$ cat config.mk
export PLATFORM = sky130hd
export DESIGN_NAME = cmp_result_tally
export DESIGN_NICKNAME = d
export VERILOG_FILES = /design/src/rtl/cmp_result_tally_pkg.sv /design/src/rtl/cmp_result_tally.sv
export SDC_FILE = /design/constraint.sdc
export NUM_CORES = 1
export LEC_CHECK = 0
export ABC_AREA = 1
export CORE_MARGIN = 10
export CORE_UTILIZATION = 35
export DETAILED_ROUTE_END_ITERATION = 8
export SETUP_SLACK_MARGIN = 0.5
export SLEW_MARGIN = 20
export SYNTH_ARGS = -nofsm -noshare
export SYNTH_HDL_FRONTEND = slang
export SYNTH_SLANG_ARGS = --single-unit
export TNS_END_PERCENT = 100
$ cat constraint.sdc
create_clock -name clk -period 4.05 [get_ports clk]
set_clock_uncertainty 0.1 [all_clocks]
set_input_delay 0.6075 -clock clk [delete_from_list [all_inputs] [get_ports clk]]
set_output_delay 0.6075 -clock clk [all_outputs]
set_load 0.02 [all_outputs]
$ cat src/rtl/cmp_result_tally_pkg.sv
// Shared definitions for the comparator result tally block: FSM state
// encoding and the default counter width.
package cmp_result_tally_pkg;

  localparam int CNT_W_DEF = 8;

  typedef enum logic [1:0] {
    ST_IDLE    = 2'd0,
    ST_COLLECT = 2'd1,
    ST_REPORT  = 2'd2
  } tally_state_e;

  // One-bit flag widened to a counter increment of the given width.
  function automatic logic [31:0] bit_to_inc(input logic b);
    return {31'd0, b};
  endfunction

endpackage : cmp_result_tally_pkg

$ cat src/rtl/cmp_result_tally.sv
// Comparator result tally: collects a window of valid ans1/ans2 samples,
// counts highs and disagreements, remembers the first disagreeing sample
// index and presents one summary record over a valid/ready handshake.
module cmp_result_tally
  import cmp_result_tally_pkg::*;
#(
  parameter int CNT_W = CNT_W_DEF
) (
  input  logic             clk,
  input  logic             reset,
  input  logic             start,
  input  logic [CNT_W-1:0] win_len,
  input  logic             in_valid,
  input  logic             ans1,
  input  logic             ans2,
  input  logic             out_ready,
  output logic             busy,
  output logic             out_valid,
  output logic [CNT_W-1:0] cnt1,
  output logic [CNT_W-1:0] cnt2,
  output logic [CNT_W-1:0] cnt_diff,
  output logic             diff_seen,
  output logic [CNT_W-1:0] first_diff_idx
);

  tally_state_e     state_r;
  logic [CNT_W-1:0] len_r;
  logic [CNT_W-1:0] idx_r;

  logic             diff_s;
  logic             last_s;
  logic [CNT_W-1:0] inc1_s;
  logic [CNT_W-1:0] inc2_s;
  logic [CNT_W-1:0] incd_s;
  logic [31:0]      inc1_w_s;
  logic [31:0]      inc2_w_s;
  logic [31:0]      incd_w_s;

  // Per-sample increments and detection of the window's final sample.
  always_comb begin
    diff_s   = ans1 ^ ans2;
    inc1_w_s = bit_to_inc(ans1);
    inc2_w_s = bit_to_inc(ans2);
    incd_w_s = bit_to_inc(diff_s);
    inc1_s   = inc1_w_s[CNT_W-1:0];
    inc2_s   = inc2_w_s[CNT_W-1:0];
    incd_s   = incd_w_s[CNT_W-1:0];
    // len_r is at least 1 whenever COLLECT is active, so this never underflows there.
    if (idx_r == (len_r - {{(CNT_W-1){1'b0}}, 1'b1})) begin
      last_s = 1'b1;
    end else begin
      last_s = 1'b0;
    end
  end

  // Window FSM with the counter datapath and registered record outputs.
  always_ff @(posedge clk or posedge reset) begin
    if (reset) begin
      state_r        <= ST_IDLE;
      len_r          <= {CNT_W{1'b0}};
      idx_r          <= {CNT_W{1'b0}};
      busy           <= 1'b0;
      out_valid      <= 1'b0;
      cnt1           <= {CNT_W{1'b0}};
      cnt2           <= {CNT_W{1'b0}};
      cnt_diff       <= {CNT_W{1'b0}};
      diff_seen      <= 1'b0;
      first_diff_idx <= {CNT_W{1'b0}};
    end else begin
      case (state_r)
        ST_IDLE: begin
          if (start) begin
            len_r          <= win_len;
            idx_r          <= {CNT_W{1'b0}};
            cnt1           <= {CNT_W{1'b0}};
            cnt2           <= {CNT_W{1'b0}};
            cnt_diff       <= {CNT_W{1'b0}};
            diff_seen      <= 1'b0;
            first_diff_idx <= {CNT_W{1'b0}};
            busy           <= 1'b1;
            if (win_len != {CNT_W{1'b0}}) begin
              state_r   <= ST_COLLECT;
              out_valid <= 1'b0;
            end else begin
              // Empty window: report the all-zero record straight away.
              state_r   <= ST_REPORT;
              out_valid <= 1'b1;
            end
          end
        end
        ST_COLLECT: begin
          if (in_valid) begin
            cnt1     <= cnt1 + inc1_s;
            cnt2     <= cnt2 + inc2_s;
            cnt_diff <= cnt_diff + incd_s;
            if (diff_s && !diff_seen) begin
              first_diff_idx <= idx_r;
              diff_seen      <= 1'b1;
            end
            idx_r <= idx_r + {{(CNT_W-1){1'b0}}, 1'b1};
            if (last_s) begin
              state_r   <= ST_REPORT;
              out_valid <= 1'b1;
            end
          end
        end
        ST_REPORT: begin
          if (out_ready) begin
            state_r   <= ST_IDLE;
            out_valid <= 1'b0;
            busy      <= 1'b0;
          end
        end
        default: begin
          state_r   <= ST_IDLE;
          out_valid <= 1'b0;
          busy      <= 1'b0;
        end
      endcase
    end
  end

endmodule : cmp_result_tally

==> run summary, run 1 <==
status: finished, final reports clean
cell count after synthesis: 342
Area Overhead vs Synth: 25.0%
met2 wire len: 3170 um
Worst Path Buf+Inv: 1
CTS-repair resized insts: 0
clock tree buffer depth: 2
final WL: 6650 um
WP data arrival: 2.76 ns
WP depth: 5
CTS tree: built
Slew Viols, Final: 0
global route overflow: 0
register bit total from synthesis: 52
Critical-path top delay cell: a21oi_1
area of the core: 7370 um^2
worst path required time: 4.18 ns
max incr delay on CP: 0.79 ns
worst r2r src: out_valid
Synth cell types: 33
clk sink count: 52
Port Buf Inserts: 49
# DRC: 0
CTS buffer count: 5
dominant cell type by area after synthesis: dfrtp_1
Die Area: 11,600 um^2
GP Congestion: 0.865
crit path capture: first_diff_idx[1]
R2R Setup Slk: 1.58 ns
register area share after synthesis: 0.482
nets@finish: 416
post-synthesis async set-or-reset flop share: 1.00
largest net degree at the start of global routing: 40
worst hold path type: reg -> reg
CP top delay family: compound AO/OA/AOI/OAI gates
Overall Global Routing Usage: 0.121
final setup vio count: 0
vias in the first global route: 2,397
number of synthesized flops with an enable pin: 0
maxcap violations: 0
postcts setup bufs: 0
Die Wd: 108 um
Max Fclk: 380 MHz
FILL cells: 762
crit path max fanout: 16
Initial Util: 0.366
top cell type's share of synthesized area: 0.482
WL met3: 360 um
number of hold-repair buffers added at the cts stage: 0
WL per Instance: 13.5 um
CP Launch Type: primary input
Site Rows: 31
DRT iter0 DRCs: 95
Antenna diodes: 0
maximum VDD drop: 0.313 mV
CP Launch Point: start
DPL Wire Length: 5080 um
TNS Setup: 0 ns
M1 wire length: 3050 um
clock latency on the worst-skew pair: 0.31 ns
actual slew at the worst max-slew pin: 0.828 ns
synthesized area: 2700 um^2
area of the multi-input gates: 1160 um^2
PwrDens: 723 nW/um^2
minimum clock period: 2.63 ns
hold slack final: 0.380 ns
Final Util: 0.458
Crit. End Element: flip-flop
drt via density: 4.77
R2R cell count: 5
cell with the most instances after synthesis: nand2_1
hold_sp: cnt2[7]
Synth Flop Type: dfrtp_1
worst path cell trace: clkdlybuf4s50_1, nand2_1, a21oi_1, nand2_1, o22ai_1
synth warn: 0
via count: 2,354
initial antenna violation count: 0
capturing point of the worst reg2reg path: first_diff_idx[1]
first drt pass iteration count: 4
Final Cycle Share: 0.650
Root Driver: clkbuf_8
Hold Violations, Final: 0
IO Count: 50
H-Tree Level Count: 2
clk slew on worst S/H paths: 0.10 ns
post-route ant nets: 0
Area after DPL: 3290 um^2
Lkg Pwr: 1.67 nW
layout cells sized above 1: 0.0533
Max-slew headroom: 0.448
first-pass GRT wire length: 11,500 um
main area contributors after synthesis: dfrtp_1 (48%), nand2_1 (10%), inv_1 (6.7%), nor2_1 (5.6%), o21ai_0 (5.0%)
register area: 1300 um^2
RSZ-0062 raised after global routing: no
Commonest cells post-synth: nand2_1 (75), dfrtp_1 (52), inv_1 (48), nor2_1 (40), o21ai_0 (27)
highest metal used: met4
Synth Area per Inst: 7.89 um^2
Final Cell Area: 3370 um^2
Die Ht: 108 um
CP Class: in -> reg
Post-Syn Nets: 365
crit-path most repeated cell: nand2_1
final cells by class:
type | instances | area share
tap | 99 | 0.0367
timing repair buffer | 51 | 0.150
multi-input combinational | 231 | 0.344
clock inverter | 1 | 0.00260
inverter | 52 | 0.0579
clock buffer | 7 | 0.0226
sequential | 52 | 0.386
cells by family after synthesis:
family / share of synthesized area
DFF: 0.482
AOI/OAI and AO/OA: 0.120
adders and majority gates: 0.0371
and+or+nand+nor: 0.250
xor gates and xnor gates: 0.0227
buffers and inverters: 0.0872
where the power goes:
group	total (mW)	leakage (nW)	internal [mW]	switching, mW
Sequential	0.948	0.655	0.732	0.215
Clock	0.298	0.0424	0.124	0.174
Combinational	1.19	0.968	0.513	0.679
cells in the final DEF (no fill, tap or decap), types with 7 or more instances in the layout:
| master | n |
|---|---|
| nand2_1 | 75 |
| dfrtp_1 | 52 |
| clkdlybuf4s50_1 | 49 |
| inv_1 | 47 |
| nor2_1 | 40 |
| o21ai_0 | 27 |
| nand3_1 | 20 |
| a21oi_1 | 16 |
| ha_1 | 8 |
| o22ai_1 | 7 |
flip-flops by register name (all words and copies together), names as in the netlist:
| signal | flops |
|---|---|
| len_r | 8 |
| cnt1 | 8 |
| first_diff_idx | 8 |
| cnt_diff | 8 |
| out_valid | 1 |
| cnt2 | 8 |
| idx_r | 8 |
| busy | 1 |
| diff_seen | 1 |
| state_r | 1 |
worst min-delay path by stage:
stage	to	slack (ns)	cells after the start
global route	cnt_diff[7]	0.41	1
CTS	cnt2[7]	0.38	1
detailed placement	cnt_diff[7]	0.37	1
finish	cnt2[7]	0.38	1
floorplan	len_r[1]	0.37	2
global placement	cnt1[7]	0.36	1
layer usage:
metal,vias to the layer above,track usage
met5,-,0
met4,0,0.0353
met3,5,0.0335
met2,55,0.199
met1,1105,0.151
li1,1189,-
metrics by stage:
stage / cells / power, mW / setup slack (ns)
2_1_floorplan: 342 / 1.69 / 2.08
3_3_place_gp: 485 / 2.14 / 1.21
3_5_place_dp: 485 / 2.16 / 1.08
4_1_cts: 493 / 2.47 / 1.43
5_1_grt: 493 / 2.68 / 1.18
6_report: 493 / 2.44 / 1.42
No activity file was read; power rests on OpenSTA's default activity.
==> inputs of run 2 (changes only) <==
- clock period: 4.05 -> 2.21 ns (I/O delays scaled with it)
==> run 2 against run 1 <==
Power is 90% higher. Die area unchanged. Clock power up 130%. Core utilization grew 2.6 points. Sequential power grew 81%. Critical path type is now reg -> reg.
==> run summary, run 2 (same netlist as run 1, synthesis figures left out) <==
area of the core: 7370 um^2
clock latency on the worst-skew pair: 0.31 ns
largest net degree at the start of global routing: 53
via count: 2,440
R2R cell count: 12
H-Tree Level Count: 2
Die Area: 11,600 um^2
global route overflow: 0
post-route ant nets: 0
first-pass GRT wire length: 11,500 um
worst hold path type: in -> async
CP Class: reg -> reg
clk slew on worst S/H paths: 0.10 ns
clock tree buffer depth: 2
WP data arrival: 1.74 ns
most common cell after layout, fill and taps aside: nand2_1
nets@finish: 433
CTS buffer count: 5
R2R Setup Slk: 0.55 ns
area of the multi-input gates: 1210 um^2
maximum VDD drop: 0.544 mV
# DRC: 0
commonest cells after routing, fill and taps aside: nand2_1 (72), dfrtp_1 (51), inv_1 (43)
Die Ht: 108 um
worst path required time: 2.29 ns
Max-slew headroom: 0.755
Port Buf Inserts: 49
GR Util met3: 0.0383
WL per Instance: 13.4 um
IO Count: 50
actual slew at the worst max-slew pin: 0.363 ns
final setup vio count: 0
DPL Wire Length: 4940 um
minimum clock period: 1.66 ns
Overall Global Routing Usage: 0.122
initial antenna violation count: 0
Crit. End Element: flip-flop
Root Driver: clkbuf_8
Hold Violations, Final: 0
layout cells sized above 1: 0.139
drt via density: 4.78
crit path max fanout: 3
grt peak-use layer: met2
Final Cycle Share: 0.751
capturing point of the worst reg2reg path: state_r[0]
maxcap violations: 0
GP Congestion: 0.845
Lkg Pwr: 1.87 nW
final WL: 6850 um
CP Launch Type: flip-flop
RSZ-0062 raised after global routing: yes
met2 GRT Util: 0.200
first drt pass iteration count: 4
register area: 1300 um^2
status: finished, final reports clean
Slew Viols, Final: 0
Site Rows: 31
hold slack final: 0.269 ns
CTS tree: built
FILL cells: 706
Antenna diodes: 0
TNS Setup: 0 ns
Area Overhead vs Synth: 32.1%
clk sink count: 52
Die Wd: 108 um
Initial Util: 0.366
grt met1 use: 0.147
worst r2r src: len_r[0]
Pwr Total: 4.63 mW
PwrDens: 1300 nW/um^2
Max Fclk: 603 MHz
DRT iter0 DRCs: 87
vias in the first global route: 2,452
run 2: changes by cell type in the layout (fill, tap and decap cells not counted), sizes merged:
cell / change
buf: +17
bufinv: +1
clkinvlp: +2
clkdlybuf4s50: -37
clkinv: -1
dlygate4sd2: +37
clkbuf: -2
run 2: report_power, final:
| part | internal, mW | switching [mW] |
|---|---|---|
| Combinational | 0.902 | 1.31 |
| Sequential | 1.34 | 0.380 |
| Clock | 0.342 | 0.357 |
run 2: metrics by stage:
step	util	cells	area (um^2)	setup slack (ns)
final	0.484	510	3560	0.551
after detailed placement	0.453	490	3340	-0.0519
after CTS	0.470	501	3460	0.499
after floorplan	-	342	2700	0.521
after global routing	0.484	510	3560	0.357
after global placement	0.453	490	3340	0.0502
run 2: what timing repair did:
| action | 4_1_cts | 5_1_grt |
|---|---|---|
| hold endpoints to repair | 0 | 0 |
| gates resized for setup | 43 | 16 |
| endpoints found under the setup margin | 50 | 24 |
| pin swaps | 2 | 5 |
| gates cloned | 0 | 0 |
| buffers inserted | 3 | 9 |
| hold buffers | 0 | 0 |
run 2: routing by layer:
layer / share of wire / vias to the layer above
li1: - / 1234
met1: 0.44 / 1133
met4: 0.013 / 0
met3: 0.064 / 11
met2: 0.48 / 62
met5: 0 / -
run 2: area by class of cell:
type	count	area share
flip-flops and latches	52	0.366
multi-input cells	231	0.340
repair buffers	68	0.171
inverters	52	0.0558
well taps	99	0.0348
clock buffers	5	0.0193
clock inverters	3	0.0130
run 2: worst max path at each step:
stage          startpoint           to  slack, ns
4_1_cts         out_valid      cnt2[6]       0.50
6_report         len_r[0]   state_r[0]       0.55
3_5_place_dp         ans1  cnt_diff[7]      -0.05
5_1_grt          len_r[0]    out_valid       0.36
3_3_place_gp         ans1  cnt_diff[7]       0.05
2_1_floorplan       reset         busy       0.52
run 2: critical path: stages, from the launching register on:
cell,delay [ns]
dfrtp_1,0.41
inv_2,0.09
ha_4,0.21
nand2_2,0.06
inv_2,0.03
nor2_1,0.08
nand2_1,0.06
nor2_1,0.09
nand3_1,0.07
nor2_1,0.08
nand2_1,0.07
nand2_1,0.08
o211ai_1,0.09
